### src/rtl/tile_sequencer.sv
// Tile sequencer: for each column tile, preloads the ifmap (PE_SIZE cycles), then
// streams WEIGHT_ROW_NUM weight rows gated by weight_valid_i; pulses done_o after the last tile.
// Ports:
//   clk, rst         clock, asynchronous active-high reset
//   start_i          start pulse, sampled only while idle
//   clear_i          synchronous abort back to idle
//   weight_valid_i   weight FIFO has a row this cycle
//   ifmap_load_o     preload strobe; ifmap_addr_o is the preload row
//   weight_rd_en_o   FIFO pop; weight_addr_o is the current weight row
//   tile_idx_o       current column tile
//   psum_en_o        psum-valid enable, identical to weight_rd_en_o
//   busy_o           not idle
//   done_o           one-cycle completion pulse
module tile_sequencer #(
  parameter int PE_SIZE        = 14,
  parameter int WEIGHT_ROW_NUM = 70,
  parameter int WEIGHT_COL_NUM = 294
) (
  input  logic clk,
  input  logic rst,
  input  logic start_i,
  input  logic clear_i,
  input  logic weight_valid_i,
  output logic ifmap_load_o,
  output logic [$clog2(PE_SIZE)-1:0] ifmap_addr_o,
  output logic weight_rd_en_o,
  output logic [$clog2(WEIGHT_ROW_NUM)-1:0] weight_addr_o,
  output logic [$clog2(WEIGHT_COL_NUM/PE_SIZE)-1:0] tile_idx_o,
  output logic psum_en_o,
  output logic busy_o,
  output logic done_o
);

  localparam int TILE_NUM = WEIGHT_COL_NUM / PE_SIZE;
  localparam int IW = $clog2(PE_SIZE);
  localparam int WW = $clog2(WEIGHT_ROW_NUM);
  localparam int TW = $clog2(TILE_NUM);

  localparam logic [IW-1:0] I_LAST = IW'(PE_SIZE - 1);
  localparam logic [WW-1:0] W_LAST = WW'(WEIGHT_ROW_NUM - 1);
  localparam logic [TW-1:0] T_LAST = TW'(TILE_NUM - 1);

  typedef enum logic [1:0] {
    S_IDLE,
    S_PRELOAD,
    S_STREAM,
    S_DONE
  } state_t;

  state_t state_q, state_d;

  logic [IW-1:0] icnt_q, icnt_d;
  logic [WW-1:0] wcnt_q, wcnt_d;
  logic [TW-1:0] tcnt_q, tcnt_d;

  logic accept;

  // A row is consumed only while streaming and the FIFO has data;
  // this single term gates every counter advance in STREAM.
  assign accept = (state_q == S_STREAM) & weight_valid_i;

  always_ff @(posedge clk or posedge rst) begin
    if (rst) begin
      state_q <= S_IDLE;
      icnt_q  <= '0;
      wcnt_q  <= '0;
      tcnt_q  <= '0;
    end else begin
      state_q <= state_d;
      icnt_q  <= icnt_d;
      wcnt_q  <= wcnt_d;
      tcnt_q  <= tcnt_d;
    end
  end

  always_comb begin
    state_d = state_q;
    icnt_d  = icnt_q;
    wcnt_d  = wcnt_q;
    tcnt_d  = tcnt_q;

    if (clear_i) begin
      state_d = S_IDLE;
      icnt_d  = '0;
      wcnt_d  = '0;
      tcnt_d  = '0;
    end else begin
      unique case (state_q)
        S_IDLE: begin
          if (start_i) begin
            state_d = S_PRELOAD;
            icnt_d  = '0;
            wcnt_d  = '0;
            tcnt_d  = '0;
          end
        end
        S_PRELOAD: begin
          if (icnt_q == I_LAST) begin
            state_d = S_STREAM;
            icnt_d  = '0;
            wcnt_d  = '0;
          end else begin
            icnt_d = icnt_q + 1'b1;
          end
        end
        S_STREAM: begin
          if (accept) begin
            if (wcnt_q == W_LAST) begin
              wcnt_d = '0;
              icnt_d = '0;
              // Last tile holds its index through DONE.
              if (tcnt_q == T_LAST) begin
                state_d = S_DONE;
              end else begin
                state_d = S_PRELOAD;
                tcnt_d  = tcnt_q + 1'b1;
              end
            end else begin
              wcnt_d = wcnt_q + 1'b1;
            end
          end
        end
        S_DONE: begin
          state_d = S_IDLE;
          icnt_d  = '0;
          wcnt_d  = '0;
          tcnt_d  = '0;
        end
        default: begin
          state_d = S_IDLE;
        end
      endcase
    end
  end

  // Outputs decode straight from state so an async reset
  // zeroes them without waiting for a clock edge.
  assign ifmap_load_o   = (state_q == S_PRELOAD);
  assign ifmap_addr_o   = icnt_q;
  assign weight_rd_en_o = accept;
  assign psum_en_o      = accept;
  assign weight_addr_o  = wcnt_q;
  assign tile_idx_o     = tcnt_q;
  assign busy_o         = (state_q != S_IDLE);
  assign done_o         = (state_q == S_DONE);

endmodule

### config.mk
export PLATFORM = sky130hd
export DESIGN_NAME = tile_sequencer
export DESIGN_NICKNAME = d
export VERILOG_FILES = /design/src/rtl/tile_sequencer.sv
export SDC_FILE = /design/constraint.sdc
export NUM_CORES = 1
export LEC_CHECK = 0
export BUFFER_PORTS_ARGS = -buffer_cell sky130_fd_sc_hd__clkbuf_2
export CAP_MARGIN = 25
export CELL_PAD_IN_SITES_DETAIL_PLACEMENT = 0
export CELL_PAD_IN_SITES_GLOBAL_PLACEMENT = 2
export CORE_UTILIZATION = 32
export CTS_BUF_LIST = sky130_fd_sc_hd__clkbuf_16
export CTS_CLUSTER_DIAMETER = 30
export DETAILED_ROUTE_END_ITERATION = 8
export PLACE_DENSITY_LB_ADDON = 0.2
export SETUP_SLACK_MARGIN = 0.2
export SLEW_MARGIN = 20
export SYNTH_ARGS = -nofsm -noshare
export SYNTH_HDL_FRONTEND = slang
export SYNTH_SLANG_ARGS = --single-unit
### constraint.sdc
create_clock -name clk -period 1.85 [get_ports clk]
set_input_delay 0.2775 -clock clk [delete_from_list [all_inputs] [get_ports clk]]
set_output_delay 0.2775 -clock clk [all_outputs]
set_load 0.03 [all_outputs]
==> flow_summary.json, run 1 <==
{
  "placeableCoreArea_mm2": 0.00334,
  "firstDrtPassIters": 4,
  "synth_area_mm2": 0.00112,
  "gr-total-overflow": 0,
  "grt_pass1_vias": 942,
  "boundaryPins": 26,
  "grt_pass1_wl_um": 4530,
  "hold_class": "primary input to async pin",
  "status": "completed",
  "ctsHtreeMaxLevel": 1,
  "antenna_found_initial": 0,
  "tns_ns": 0,
  "maxSlewHeadroom_pct": 50.9,
  "cts.sinks": 18,
  "diodes": 0,
  "clkTransAtPathRegs_ns": 0.06,
  "synth_fp_nets": 125,
  "arrival_ns": 1.74,
  "start_util_pct": 33.5,
  "crit_path_max_incr_delay_ns": 0.41,
  "num_rows": 21,
  "path_max_fanout": 5,
  "synthCells": 114,
  "ys_types": 42,
  "drv_cap": 0,
  "gp_congestion": 0.739,
  "hpwl_um": 1960,
  "dieArea_mm2": 0.00374,
  "layout_common_cells": "clkbuf_2 (25), buf_4 (17), nand2_1 (12), dfrtp_1 (12), inv_1 (8)",
  "numCtsBuffers": 3,
  "dieWidth_um": 61.1,
  "routed_via_density": 4.92,
  "synthTopCellsByArea": "dfrtp_1 (40%), ha_1 (6.7%), nand2_1 (4.4%)",
  "ys_seq_area_share_pct": 40.3,
  "drt_iter0_markers": 36,
  "ant_nets": 0,
  "yosysTopAreaCellShare_pct": 40.3,
  "tightestPinTransition_ns": 0.736,
  "rsz0062_at_grt": "true",
  "slowest_stage": "dfrtp_2",
  "area_growth_pct": 37.9,
  "worst_setup_path_end_kind": "flop",
  "avgSynthCellArea_um2": 9.81,
  "drive_above_1_share_pct": 42.8,
  "ir_worst_vdd_uv": 471,
  "cellPowerDensity_mw_per_mm2": 805,
  "yosysTopAreaCell": "dfrtp_1",
  "avgRoutedWirePerCell_um": 13.3,
  "finalWirelength_um": 2730,
  "setup-violations-final": 0,
  "grt_use_total_pct": 16.4,
  "finalHoldViolCount": 0,
  "path_cells": "inv_2 > ha_4 > and2b_4 > and4_4 > a2111oi_4 > buf_4 > a221o_1",
  "insertion_delay_ns": 0.25,
  "cts_tree": "done",
  "grt_max_degree": 19,
  "die_h_um": 61.1,
  "finClkSkew_ns": 0.00509,
  "finalMaxSlewViolations": 0,
  "yosysWarnings": 0,
  "num_vias": 1009,
  "final_nets": 171,
  "final_common_cell": "clkbuf_2",
  "path_class": "flop to flop",
  "cts-root-buf": "clkbuf_16",
  "p_leak_uw": 0.000697,
  "clock_path_buffers": 2,
  "worstSetupStartpointType": "flop",
  "period_share_pct": 87.0,
  "drc_errors": 0,
  "clock.fmax_ghz": 0.621,
  "fillers": 337,
  "required_ns": 1.98,
  "finalPower_uw": 1240,
  "layout_min_cycle_time_ns": 1.61,
  "ys_ff_latch": 18,
  "port_buffers": 25
}
==> cell type report <==
class / instances / area [µm²] / share of cell area [%]
Multi-Input combinational cell: 86 / 662 / 42.9
Sequential cell: 18 / 458 / 29.7
Timing Repair Buffer: 42 / 253 / 16.4
Clock buffer: 3 / 75.1 / 4.87
Tap cell: 46 / 57.6 / 3.73
Inverter: 9 / 33.8 / 2.19
Clock inverter: 1 / 3.75 / 0.243
==> sequential cells by signal, indices dropped and copies added, names as in the netlist <==
name,cells
ifmap_addr_o,4
weight_addr_o,7
tile_idx_o,5
state_q,2
==> synthesized netlist by cell type (all sizes together) <==
master	instances
a2111oi	1
a211oi	2
a21bo	1
a21boi	1
a21o	1
a21oi	3
a221o	1
a32o	2
and2	2
and2b	1
and3	1
and4	1
and4b	1
and4bb	1
buf	1
dfrtp	18
ha	6
inv	9
mux2i	1
nand2	13
nand2b	3
nand3	5
nand4	1
nand4b	1
nor2	7
nor2b	3
nor3	2
nor3b	2
nor4bb	1
o21a	1
o21ai	7
o22a	2
o22ai	4
o2bb2ai	1
o32a	1
o32ai	1
or2	3
or3b	1
xor2	1
==> power breakdown <==
group	switching, µW	leakage (µW)	internal, µW	total (µW)
clock network	153	0.0000385	288	441
registers	26.9	0.000238	415	441
logic	210	0.000420	150	360
total	390	0.000697	852	1240
==> repair_timing <==
item,4_1_cts,5_1_grt
pin swaps,3,3
hold endpoints to repair,0,0
hold buffers,0,0
setup endpoints to repair,8,15
buffers inserted,9,2
resized for setup,4,4
==> kinds of logic (layout without fill, tap and decap cells) <==
| logic type | count (synthesis) | after routing | synth area share, % |
|---|---|---|---|
| AND/OR/NAND/NOR | 49 | 49 | 25.6 |
| AO/OA/AOI/OAI | 29 | 29 | 22.0 |
| flip-flops | 18 | 18 | 40.3 |
| buffers and inverters | 10 | 55 | 3.69 |
| adder cells (fa/ha/maj) | 6 | 6 | 6.71 |
| XOR/XNOR | 1 | 1 | 0.783 |
| multiplexers | 1 | 1 | 0.895 |
==> per-stage QoR <==
stage / worst slack, ns / hold WS, ns / util [%] / cells / cell area, µm²
after floorplan: 0.186 / 0.216 / - / 114 / 1130
after global placement: 0.154 / 0.413 / 40.6 / 190 / 1360
after detailed placement: 0.123 / 0.444 / 40.6 / 190 / 1360
after CTS: 0.203 / 0.174 / 45.4 / 203 / 1520
after global routing: 0.183 / 0.225 / 46.2 / 205 / 1540
final: 0.240 / 0.129 / 46.2 / 205 / 1540
==> per-layer routing <==
layer / vias to the layer above / global-route usage (%) / share of wire (%)
met5: - / 0 / 0
met4: 0 / 3.90 / 0.29
met3: 2 / 3.36 / 3.8
met2: 23 / 24.8 / 45
met1: 478 / 23.8 / 51
li1: 506 / - / -
==> final timing paths <==
path                       cells after the start        startpoint  slack [ns]                to
min in group clk                               4           clear_i        0.54        state_q[1]
max                                            7  weight_addr_o[1]        0.24     tile_idx_o[2]
min                                            2               rst        0.13  weight_addr_o[5]
min reg2reg                                    2   ifmap_addr_o[3]        0.55   ifmap_addr_o[3]
max in group asynchronous                      2               rst        1.21        state_q[1]
max reg2reg                                    7  weight_addr_o[1]        0.24     tile_idx_o[2]
==> critical path, delay by kind of cell, from the launching register on <==
family	cells	cell delay (ns)
compound gates	2	0.35
simple gates	2	0.38
fa+ha+maj	1	0.12
buf+inv	2	0.24
flops	1	0.41
Power figures use the tool's default switching activity.
==> run 2, diff against run 1 <==
--- a/config.mk
+++ b/config.mk
@@ -14,6 +14,7 @@
 export CTS_CLUSTER_DIAMETER = 30
 export DETAILED_ROUTE_END_ITERATION = 8
 export PLACE_DENSITY_LB_ADDON = 0.2
+export RECOVER_POWER = 25
 export SETUP_SLACK_MARGIN = 0.2
 export SLEW_MARGIN = 20
 export SYNTH_ARGS = -nofsm -noshare
==> constraint.sdc (replaced) <==
create_clock -name clk -period 1.85 [get_ports clk]
set_input_delay 0.2775 -clock clk [delete_from_list [all_inputs] [get_ports clk]]
set_output_delay 0.2775 -clock clk [all_outputs]
set_load 0.01 [all_outputs]
==> run 2 against run 1 <==
First-iteration DRC count grew 8.3%. Global-route usage is essentially flat. Clock skew shrank 0.0013 ns. Critical path depth is the same. Hold slack is essentially flat. Routed wire length grew 3.6%. Design area grew 0.49%. Sequential power shrank 2%. Power shrank 4.9%. Worst setup slack lost 0.0077 ns.
==> flow_summary.json, run 2 (same netlist as run 1, synthesis figures left out) <==
{
  "cp_num_buf_inv": 2,
  "final_nets": 173,
  "design_area_mm2": 0.00155,
  "status": "completed",
  "ctsHtreeMaxLevel": 1,
  "maxSlewHeadroom_pct": 50.8,
  "layout_min_cycle_time_ns": 1.62,
  "period_share_pct": 87.5,
  "boundaryPins": 26,
  "grt_pass1_wl_um": 4490,
  "rsz0062_at_grt": "true",
  "final_common_cell": "clkbuf_2",
  "grt_use_total_pct": 16.4,
  "diodes": 0,
  "cts-root-buf": "clkbuf_16",
  "finClkSkew_ns": 0.00374,
  "placeableCoreArea_mm2": 0.00334,
  "rr_worst_depth": 7,
  "hold_class": "primary input to async pin",
  "numCtsBuffers": 3,
  "finalWirelength_um": 2820,
  "ant_nets": 0,
  "dieWidth_um": 61.1,
  "hold_buffers": 0,
  "setup-violations-final": 0,
  "cp_top_family": "flip-flops",
  "cellPowerDensity_mw_per_mm2": 762,
  "grt_max_degree": 19,
  "largest_reg_flops": 7,
  "num_rows": 21,
  "drc_errors": 0,
  "placed_area_mm2": 0.00134,
  "placedCellCount": 190,
  "area_growth_pct": 38.6,
  "gp_congestion": 0.738,
  "tightestPinTransition_ns": 0.738,
  "gr-total-overflow": 0,
  "cts.sinks": 18,
  "num_vias": 1021,
  "port_buffers": 25,
  "insertion_delay_ns": 0.25,
  "hpwl_um": 1920,
  "required_ns": 1.98,
  "cp.depth": 7,
  "routed_via_density": 4.93,
  "path_max_fanout": 5,
  "worstSetupStartpointType": "flop",
  "postLayoutCoreUtil_pct": 46.5,
  "cts_tree": "done",
  "start_util_pct": 33.5,
  "ir_worst_vdd_uv": 426,
  "die_h_um": 61.1,
  "clock.fmax_ghz": 0.618,
  "r2r_start": "weight_addr_o[1]",
  "finalMaxSlewViolations": 0,
  "drive_above_1_share_pct": 42.2,
  "tns_ns": 0,
  "antenna_found_initial": 0,
  "p_leak_uw": 0.000715,
  "firstDrtPassIters": 4,
  "stdcell_count": 207,
  "whs_ns": 0.130,
  "path_cells": "inv_2 > ha_4 > and2b_4 > and4_4 > a2111oi_4 > buf_4 > a221o_1",
  "worst_setup_path_end_kind": "flop",
  "clock_path_buffers": 2,
  "arrival_ns": 1.75,
  "slowest_stage": "dfrtp_1",
  "drv_cap": 0,
  "finalHoldViolCount": 0,
  "layout_common_cells": "clkbuf_2 (25), dfrtp_1 (18), buf_4 (18)",
  "grt_pass1_vias": 949,
  "dieArea_mm2": 0.00374,
  "avgRoutedWirePerCell_um": 13.6,
  "worstSetupStartpoint": "weight_addr_o[1]",
  "drt_iter0_markers": 39,
  "clkTransAtPathRegs_ns": 0.06,
  "crit_path_max_incr_delay_ns": 0.39,
  "path_class": "flop to flop"
}
-- run 2: repair_timing --
| action | 4_1_cts | 5_1_grt |
|---|---|---|
| gates resized for setup | 4 | 8 |
| buffers inserted | 11 | 2 |
| pin swaps | 4 | 5 |
| setup endpoints to repair | 6 | 12 |
-- run 2: worst paths after layout --
check                                   to  slack, ns
setup / recovery             tile_idx_o[2]       0.23
min in group clk                state_q[1]       0.40
hold / removal               tile_idx_o[3]       0.13
max in group asynchronous  ifmap_addr_o[2]       1.26
setup reg to reg             tile_idx_o[2]       0.23
hold reg to reg            ifmap_addr_o[3]       0.55
-- run 2: power by group --
group          switching, µW  leakage, µW  total [µW]  internal (µW)
logic                    171     0.000428         311            140
registers               19.8     0.000248         433            413
clock network            150    0.0000385         437            287
total                    340     0.000715        1180            841
-- run 2: stage by stage --
step                      total power (µW)  setup slack, ns
after global routing                  1240            0.156
after detailed placement               726           0.0719
after CTS                             1190            0.178
final                                 1180            0.232
after floorplan                        620            0.218
after global placement                 723            0.101
-- run 2: per-layer routing --
layer  GRT usage, %  vias up  part of all wire, %
met4           1.95        0                 0.25
met1           22.5      486                   48
li1               -      505                    -
met5              0        -                    0
met2           26.9       28                   48
met3           3.99        2                  3.4
-- run 2: area by class of cell --
cell class | count | area, µm²
repair buffers | 44 | 272
fillers | 338 | 1790
well taps | 46 | 57.6
inverters | 9 | 33.8
clock inverters | 1 | 3.75
multi-input cells | 86 | 658
flip-flops and latches | 18 | 450
clock buffers | 3 | 75.1
==> run 3, diff against run 2 <==
--- a/config.mk
+++ b/config.mk
@@ -5,11 +5,13 @@
 export SDC_FILE = /design/constraint.sdc
 export NUM_CORES = 1
 export LEC_CHECK = 0
+export ABC_AREA = 1
 export BUFFER_PORTS_ARGS = -buffer_cell sky130_fd_sc_hd__clkbuf_2
 export CAP_MARGIN = 25
 export CELL_PAD_IN_SITES_DETAIL_PLACEMENT = 0
 export CELL_PAD_IN_SITES_GLOBAL_PLACEMENT = 2
-export CORE_UTILIZATION = 32
+export CORE_ASPECT_RATIO = 1.2
+export CORE_UTILIZATION = 30
 export CTS_BUF_LIST = sky130_fd_sc_hd__clkbuf_16
 export CTS_CLUSTER_DIAMETER = 30
 export DETAILED_ROUTE_END_ITERATION = 8
==> run 3 against run 2 <==
Sequential share of layout area up 1.6 points. Clock power down 1%. Via count up 4.7%. Final cell count up 12%. Critical endpoint is now weight_addr_o[3].
==> flow_summary.json, run 3 <==
{
  "layout_common_cells": "nand2_1 (32), clkbuf_2 (25), inv_1 (19)",
  "placeableCoreArea_mm2": 0.00369,
  "postLayoutCoreUtil_pct": 39.9,
  "finalHoldViolCount": 0,
  "largest_reg_flops": 7,
  "rr_worst_depth": 8,
  "layout_min_cycle_time_ns": 1.51,
  "p_leak_uw": 0.000731,
  "final_nets": 192,
  "yosysTopAreaCellShare_pct": 38.3,
  "synthCells": 150,
  "cts_setup_buffers": 0,
  "avgRoutedWirePerCell_um": 12.1,
  "tns_ns": 0,
  "cp_top_family": "simple AND/OR/NAND/NOR gates",
  "firstDrtPassIters": 4,
  "port_buffers": 25,
  "num_rows": 24,
  "placed_area_mm2": 0.00136,
  "cts_tree": "done",
  "cp_num_buf_inv": 1,
  "drc_errors": 0,
  "ff_latch_area_um2": 452,
  "arrival_ns": 1.64,
  "avgSynthCellArea_um2": 7.83,
  "crit_path_max_incr_delay_ns": 0.43,
  "boundaryPins": 26,
  "period_share_pct": 81.4,
  "dieWidth_um": 59.1,
  "drt_iter0_markers": 33,
  "hold_buffers": 0,
  "finalWirelength_um": 2810,
  "crit_top_cell": "nor2_1",
  "grt_use_total_pct": 15.2,
  "synthTopCellsByArea": "dfrtp_1 (38%), nand2_1 (11%), ha_1 (6.4%)",
  "status": "completed",
  "yosysWarnings": 0,
  "synth_fp_nets": 161,
  "endpoint": "weight_addr_o[3]",
  "required_ns": 1.99,
  "antenna_found_initial": 0,
  "cts-root-buf": "clkbuf_16",
  "rrSetupSlack_ns": 0.34,
  "worstSetupStartpointType": "flop",
  "cts_resized": 0,
  "ant_nets": 0,
  "path_max_fanout": 7,
  "gr-total-overflow": 0,
  "maxSlewHeadroom_pct": 50.6,
  "finClkSkew_ns": 0.000617,
  "start_util_pct": 31.8,
  "r2r-end": "weight_addr_o[3]",
  "num_vias": 1069,
  "yosys-top-cells-count": "nand2_1 (33), inv_1 (19), dfrtp_1 (18), nor2_1 (15), nand3_1 (10)",
  "fillers": 380,
  "die_h_um": 70.6,
  "slowest_stage": "dfrtp_1",
  "ctsHtreeMaxLevel": 1,
  "rsz0062_at_grt": "false",
  "hpwl_um": 2120,
  "clock_path_buffers": 2,
  "ir_worst_vdd_uv": 483,
  "cp.depth": 8,
  "cellPowerDensity_mw_per_mm2": 1050,
  "drv_cap": 0,
  "numCtsBuffers": 3,
  "synthArstFlopShare_pct": 100,
  "grt_max_degree": 19,
  "final_common_cell": "nand2_1",
  "ys_dominant_reg_cell": "dfrtp_1",
  "grt_pass1_vias": 1069,
  "diodes": 0,
  "yosysTopAreaCell": "dfrtp_1",
  "whs_ns": 0.131,
  "synthMostInstantiatedCell": "nand2_1",
  "multi_input_area_um2": 652,
  "drive_above_1_share_pct": 27.9,
  "r2r_start": "ifmap_addr_o[0]",
  "clkTransAtPathRegs_ns": 0.05,
  "ys_types": 29,
  "tightestPinTransition_ns": 0.740,
  "routed_via_density": 4.63,
  "synth_edf_count": 0,
  "clock.fmax_ghz": 0.664,
  "ys_seq_area_share_pct": 38.3,
  "cts.sinks": 18,
  "path_class": "flop to flop",
  "finalMaxSlewViolations": 0,
  "path_cells": "ha_1 > nand3_1 > nand3_2 > nand2_2 > nor2_1 > or2_0 > inv_1 > nor2_1",
  "insertion_delay_ns": 0.25,
  "setup-violations-final": 0,
  "grt_pass1_wl_um": 4840,
  "design_area_mm2": 0.00147,
  "worstSetupStartpoint": "ifmap_addr_o[0]",
  "worst_setup_path_end_kind": "flop",
  "synth_area_mm2": 0.00117,
  "area_growth_pct": 25.5,
  "gp_congestion": 0.765,
  "hold_class": "primary input to async pin",
  "dieArea_mm2": 0.00417,
  "ys_ff_latch": 18
}
[run 3: metrics by stage]
stage / total power, µW / worst slack (ns) / instances
final: 1540 / 0.345 / 231
after global routing: 1660 / 0.208 / 231
after CTS: 1520 / 0.229 / 230
after detailed placement: 1080 / 0.244 / 227
after global placement: 1070 / 0.231 / 227
after floorplan: 907 / 0.434 / 150
[run 3: routing by layer]
| layer | wire length [µm] | vias up | global-route usage, % |
|---|---|---|---|
| met3 | 108 | 6 | 2.74 |
| met1 | 1240 | 501 | 18.1 |
| met4 | 44 | 0 | 5.56 |
| li1 | - | 536 | - |
| met5 | 0 | - | 0 |
| met2 | 1410 | 26 | 26.9 |
[run 3: worst min-delay path by stage]
stage	slack (ns)	depth (start not counted)	to	startpoint
2_1_floorplan	0.22	1	ifmap_addr_o[0]	rst
3_3_place_gp	0.41	2	ifmap_addr_o[1]	rst
3_5_place_dp	0.43	2	ifmap_addr_o[1]	rst
4_1_cts	0.16	2	ifmap_addr_o[1]	rst
5_1_grt	0.20	2	ifmap_addr_o[2]	rst
6_report	0.13	2	ifmap_addr_o[3]	rst
[run 3: logic make-up (layout without fill, tap and decap cells)]
logic type | after synthesis | count (layout) | synth area share [%]
AOI/OAI and AO/OA | 18 | 18 | 9.58
xor gates and xnor gates | 5 | 5 | 3.73
DFF | 18 | 18 | 38.3
and+or+nand+nor | 77 | 78 | 32.7
adders and majority gates | 6 | 6 | 6.39
buffers and inverters | 26 | 54 | 9.27
[run 3: area by class of cell]
class	instances	area share [%]
Clock buffer	3	5.09
Inverter	24	6.11
Multi-Input combinational cell	107	44.2
Sequential cell	18	30.6
Tap cell	52	4.41
Timing Repair Buffer	27	9.51
[run 3: power breakdown]
| part | internal [µW] | leakage, µW | switching, µW | total [µW] |
|---|---|---|---|---|
| clock | 285 | 0.0000370 | 146 | 431 |
| sequential | 443 | 0.000246 | 83.0 | 526 |
| combinational | 199 | 0.000448 | 388 | 587 |
